File: src/rtl/eth_tx_frame_arbiter.sv
// Frame-atomic round-robin arbiter sharing one 8-bit AXI-stream TX input between
// PORTS requesters. Grant is held from the first beat to tlast; frames longer than
// MAX_FRAME_LEN are cut short, marked bad (tuser=1) and the remainder is drained.
module eth_tx_frame_arbiter #(
    parameter int unsigned PORTS         = 2,
    parameter int unsigned MAX_FRAME_LEN = 1514,
    localparam int unsigned IW           = (PORTS > 1) ? $clog2(PORTS) : 1
) (
    input  logic               clk,
    input  logic               rst_n,
    input  logic [8*PORTS-1:0] s_axis_tdata,
    input  logic [PORTS-1:0]   s_axis_tvalid,
    output logic [PORTS-1:0]   s_axis_tready,
    input  logic [PORTS-1:0]   s_axis_tlast,
    input  logic [PORTS-1:0]   s_axis_tuser,
    output logic [7:0]         m_axis_tdata,
    output logic               m_axis_tvalid,
    input  logic               m_axis_tready,
    output logic               m_axis_tlast,
    output logic               m_axis_tuser,
    output logic               grant_valid,
    output logic [IW-1:0]      grant_idx,
    output logic               oversize_pulse
);

    typedef enum logic [1:0] {StIdle, StPass, StDrain} state_e;

    localparam logic [15:0]   LastCnt = 16'(MAX_FRAME_LEN - 1);
    localparam logic [IW-1:0] RrInit  = IW'(PORTS - 1);

    state_e          state_q, state_d;
    logic [IW-1:0]   grant_q, grant_d;
    logic [IW-1:0]   rr_last_q, rr_last_d;
    logic [15:0]     byte_cnt_q, byte_cnt_d;
    logic            oversize_q, oversize_d;

    logic [7:0]      sel_data;
    logic            sel_valid, sel_last, sel_user;
    logic            win_found;
    logic [IW-1:0]   win_idx, cand;
    logic            at_limit, trunc_beat;

    // Mux the granted requester's stream signals.
    always_comb begin
        sel_data  = '0;
        sel_valid = 1'b0;
        sel_last  = 1'b0;
        sel_user  = 1'b0;
        for (int i = 0; i < int'(PORTS); i++) begin
            if (grant_q == IW'(i)) begin
                sel_data  = s_axis_tdata[8*i +: 8];
                sel_valid = s_axis_tvalid[i];
                sel_last  = s_axis_tlast[i];
                sel_user  = s_axis_tuser[i];
            end
        end
    end

    // Round-robin search starting just after the last served port, wrapping mod PORTS.
    always_comb begin
        win_found = 1'b0;
        win_idx   = rr_last_q;
        cand      = '0;
        for (int k = 1; k <= int'(PORTS); k++) begin
            cand = IW'((int'(rr_last_q) + k) % int'(PORTS));
            if (!win_found && s_axis_tvalid[cand]) begin
                win_found = 1'b1;
                win_idx   = cand;
            end
        end
    end

    assign at_limit   = (byte_cnt_q == LastCnt);
    assign trunc_beat = (state_q == StPass) && at_limit;

    // State and bookkeeping registers.
    always_ff @(posedge clk) begin
        if (!rst_n) begin
            state_q    <= StIdle;
            grant_q    <= '0;
            rr_last_q  <= RrInit;
            byte_cnt_q <= '0;
            oversize_q <= 1'b0;
        end else begin
            state_q    <= state_d;
            grant_q    <= grant_d;
            rr_last_q  <= rr_last_d;
            byte_cnt_q <= byte_cnt_d;
            oversize_q <= oversize_d;
        end
    end

    // Next-state: grant on request, count beats, end on tlast or truncate at the limit.
    always_comb begin
        state_d    = state_q;
        grant_d    = grant_q;
        rr_last_d  = rr_last_q;
        byte_cnt_d = byte_cnt_q;
        oversize_d = 1'b0;
        unique case (state_q)
            StIdle: begin
                if (win_found) begin
                    grant_d    = win_idx;
                    byte_cnt_d = '0;
                    state_d    = StPass;
                end
            end
            StPass: begin
                if (sel_valid && m_axis_tready) begin
                    if (byte_cnt_q != 16'hFFFF) begin
                        byte_cnt_d = byte_cnt_q + 16'd1;
                    end
                    if (sel_last) begin
                        state_d   = StIdle;
                        rr_last_d = grant_q;
                    end else if (at_limit) begin
                        state_d    = StDrain;
                        oversize_d = 1'b1;
                    end
                end
            end
            StDrain: begin
                if (sel_valid && sel_last) begin
                    state_d   = StIdle;
                    rr_last_d = grant_q;
                end
            end
            default: state_d = StIdle;
        endcase
    end

    // Outputs: pass-through in PASS, swallow in DRAIN, all quiet while in reset.
    always_comb begin
        m_axis_tdata  = sel_data;
        m_axis_tvalid = 1'b0;
        m_axis_tlast  = sel_last | trunc_beat;
        m_axis_tuser  = sel_user | (trunc_beat & ~sel_last);
        s_axis_tready = '0;
        if (rst_n) begin
            unique case (state_q)
                StPass: begin
                    m_axis_tvalid          = sel_valid;
                    s_axis_tready[grant_q] = m_axis_tready;
                end
                StDrain: s_axis_tready[grant_q] = 1'b1;
                default: ;
            endcase
        end
    end

    assign grant_valid    = (state_q != StIdle);
    assign grant_idx      = grant_q;
    assign oversize_pulse = oversize_q;

endmodule

File: config.mk
export PLATFORM = sky130hd
export DESIGN_NAME = eth_tx_frame_arbiter
export DESIGN_NICKNAME = d
export VERILOG_FILES = /design/src/rtl/eth_tx_frame_arbiter.sv
export SDC_FILE = /design/constraint.sdc
export NUM_CORES = 1
export LEC_CHECK = 0
export CORE_ASPECT_RATIO = 0.6
export CORE_MARGIN = 1
export CORE_UTILIZATION = 53
export DETAILED_ROUTE_END_ITERATION = 7
export DONT_BUFFER_PORTS = 1
export PLACE_DENSITY_LB_ADDON = 0.1
export SYNTH_ARGS = -nofsm -noshare
export SYNTH_HDL_FRONTEND = slang
export SYNTH_SLANG_ARGS = --single-unit
File: constraint.sdc
create_clock -name clk -period 4.5 [get_ports clk]
set_clock_uncertainty 0.15 [all_clocks]
set_input_delay 0.675 -clock clk [delete_from_list [all_inputs] [get_ports clk]]
set_output_delay 0.675 -clock clk [all_outputs]
set_load 0.02 [all_outputs]
==> results.py <==
metrics = {
    "timing": {
        "finalCriticalPeriod_ns": 3.10,
        "achievable-frequency_mhz": 323,
        "final.period_utilization_pct": 68.9,
        "timing.final.hold_violations": 0,
        "slew-limit-headroom_pct": 21.7,
        "setup_violators_final": 0,
        "slew_viol_final": 0,
        "sum_of_negative_setup_slack_ns": 0,
        "setup_repair_after_global_routing_missed_its_margin": "false",
        "timing.hold.ws_ns": 0.347,
        "worstMarginPinSlew_ns": 1.17,
    },
    "global_route": {
        "grt_first_pass_wirelength_um": 7340,
        "grt_util_all_layers_pct": 30.4,
        "vias_in_the_first_global_route": 1435,
        "grt_overflow_total": 0,
        "grt_max_degree": 20,
        "antenna_found_initial": 0,
    },
    "finish": {
        "fillerInstances": 275,
        "final_layout_size_suffix_gt1_share_pct": 14.9,
        "design.final.nets": 212,
        "antennaDiodeCount": 0,
        "post_layout_nonfiller_instances": 223,
        "fin_util_pct": 56.8,
        "commonest_non_fill_non_tap_cells_in_the_layout": "dfxtp_1, nand2_1, nand3_1",
        "areaGrowthSynthToFinish_pct": 1.78,
        "mostFrequentLayoutCell": "dfxtp_1",
    },
    "setup_path": {
        "worst-path-max-fanout": 18,
        "crit_path_start_kind": "register",
        "arrival_ns": 2.27,
        "worst-endpoint-required_ns": 3.67,
        "critPathKind": "reg -> out",
        "endpoint_kind": "primary output",
    },
    "pwr": {
        "finalPower_uw": 460,
        "pwr_density_cell_mw_per_mm2": 280,
        "vdd_drop_max_mv": 0.184,
        "p_leak_uw": 0.000512,
    },
    "floorplanning": {
        "top_level_ports": 41,
        "horizontal_extent_of_the_die_um": 73.2,
        "dieHeight_um": 44.7,
        "floorplan.die_area_mm2": 0.00328,
        "std_cell_rows": 15,
        "start_util_pct": 55.8,
        "core_area_mm2": 0.00289,
    },
    "routing": {
        "drt.antenna.violating_nets": 0,
        "drt_iter0_markers": 154,
        "route.vias.total": 1558,
        "detail_route.wl_per_cell_um": 20.1,
        "avgViaCountPerCell": 6.99,
        "drt_drc_violations_left": 0,
        "drt-total-wl_um": 4470,
        "drt_pass1_iterations": 4,
    },
    "yosys": {
        "synth-compound-area-share_pct": 25.7,
        "synth_area_leader_cell": "dfxtp_1",
        "multiplexer_share_of_the_synthesized_area_pct": 8.37,
        "synth.yosys.warnings": 0,
        "synth_seq_cells": 21,
        "dominantRegCellSynth": "dfxtp_1",
        "syn_inst": 189,
        "synth_area_mm2": 0.00161,
        "ys_top_cells_by_area": "dfxtp_1, mux2_2, nand2_1",
        "synth-adder-area-share_pct": 3.88,
        "avgSynthCellArea_um2": 8.54,
        "ys_async_sr_fraction_pct": 0,
        "main_combinational_cell_family_by_area_after_synthesis": "simple AND/OR/NAND/NOR gates",
        "synthDominantCellAreaShare_pct": 26.0,
        "syn_nets": 219,
        "synth_xor_xnor_area_share_pct": 0,
        "yosys.cell_types.count": 57,
        "post_synth_and_or_nand_nor_area_fraction_pct": 29.4,
        "synth_enable_flop_cells": 0,
        "synth_sequential_area_ratio_pct": 26.0,
    },
    "outcome": {
        "outcome": "finished clean",
    },
    "clocking": {
        "cts_sink_count": 21,
        "root_buffer": "clkbuf_8",
        "number_of_h_tree_levels": 1,
        "worst_setup_hold_path_clk_slew_ns": 0.08,
        "clock_tree_from_tritoncts": "done",
        "cts.repair.resized": 0,
        "insertion_delay_ns": 0.27,
        "cts-buffers-inserted": 3,
        "post_cts.repair.setup_buffers": 0,
        "ctsHoldBuffers": 0,
        "cts_buffer_depth": 2,
    },
    "place": {
        "gp_routability_congestion": 0.917,
        "io_buffer_count": 0,
        "place_inst": 219,
        "dp_hpwl_um": 3300,
    },
    "min_path": {
        "hp-class": "in -> reg",
    },
    "flow_run": {
        "maxCapViolations": 0,
    },
}
==> path summary, 6_finish.rpt <==
path,startpoint,end,slack (ns),cells after the start
worst max-delay path,grant_idx,m_axis_tuser,1.40,3
worst min-delay path,rst_n,rr_last_q,0.35,1
worst max register to register,grant_idx,byte_cnt_q[12],1.61,4
worst min register to register,state_q[0],state_q[0],0.38,2
==> layer usage <==
| layer | global-route usage [%] | wire length, um | up-vias |
|---|---|---|---|
| met4 | 8.24 | 34 | 0 |
| li1 | - | - | 724 |
| met3 | 9.15 | 488 | 6 |
| met1 | 45.3 | 2090 | 736 |
| met5 | 0 | 0 | - |
| met2 | 42.2 | 1870 | 92 |
==> kinds of logic (layout without fill, tap and decap cells) <==
kind of cell | count (synthesis) | after routing
AO/OA/AOI/OAI | 53 | 53
adder cells (fa/ha/maj) | 5 | 5
buffers and inverters | 22 | 14
flip-flops | 21 | 21
multiplexers | 12 | 12
AND/OR/NAND/NOR | 76 | 76
==> registers in the layout (all words and copies together), names as in the netlist <==
register        cells
rr_last_q           1
byte_cnt_q         16
oversize_pulse      1
grant_idx           1
state_q             2
==> critical path, stage by stage (launching register included) <==
cell,delay [ns]
dfxtp_1,0.94
mux2i_1,0.32
nand2_1,0.16
o21ai_0,0.59
==> Yosys cell counts (2+ instances only) <==
cell type and number:
o211ai_1 5, nand2_1 18, or3_1 2, a211oi_1 7, o22ai_1 4, mux2i_1 3
nor2_1 7, buf_6 2, buf_2 4, nand4_1 4, and4_4 2, o311ai_0 2
nand2b_1 2, nor3_1 3, nor4b_2 2, inv_1 10, nand4b_1 3, o31a_1 3
and2_1 2, and3_1 5, a22o_1 2, nand3_1 11, a21o_1 2, dfxtp_1 21
a41oi_1 5, o21ai_0 5, ha_1 5, or4_1 3, a21oi_1 4, mux2_2 8
a221oi_1 2, or4b_1 2, clkbuf_1 5
==> report_power, final <==
group | switching [uW] | internal (uW)
Combinational | 88.2 | 42.1
Clock | 66.1 | 63.3
Sequential | 10.1 | 191
==> cell type report <==
cell class / instances / area (um2) / share of cell area [%]
Multi-Input combinational cell: 146 / 1090 / 66.2
Sequential cell: 21 / 420 / 25.6
Tap cell: 42 / 52.6 / 3.20
Clock buffer: 4 / 45.0 / 2.74
Inverter: 10 / 37.5 / 2.28
==> through the flow <==
stage | setup slack [ns] | cell area (um2)
2_1_floorplan | 2.05 | 1610
3_3_place_gp | 1.76 | 1600
3_5_place_dp | 1.70 | 1600
4_1_cts | 1.41 | 1640
5_1_grt | 1.24 | 1640
6_report | 1.40 | 1640
Note: power is estimated with default switching activity, not from simulation.
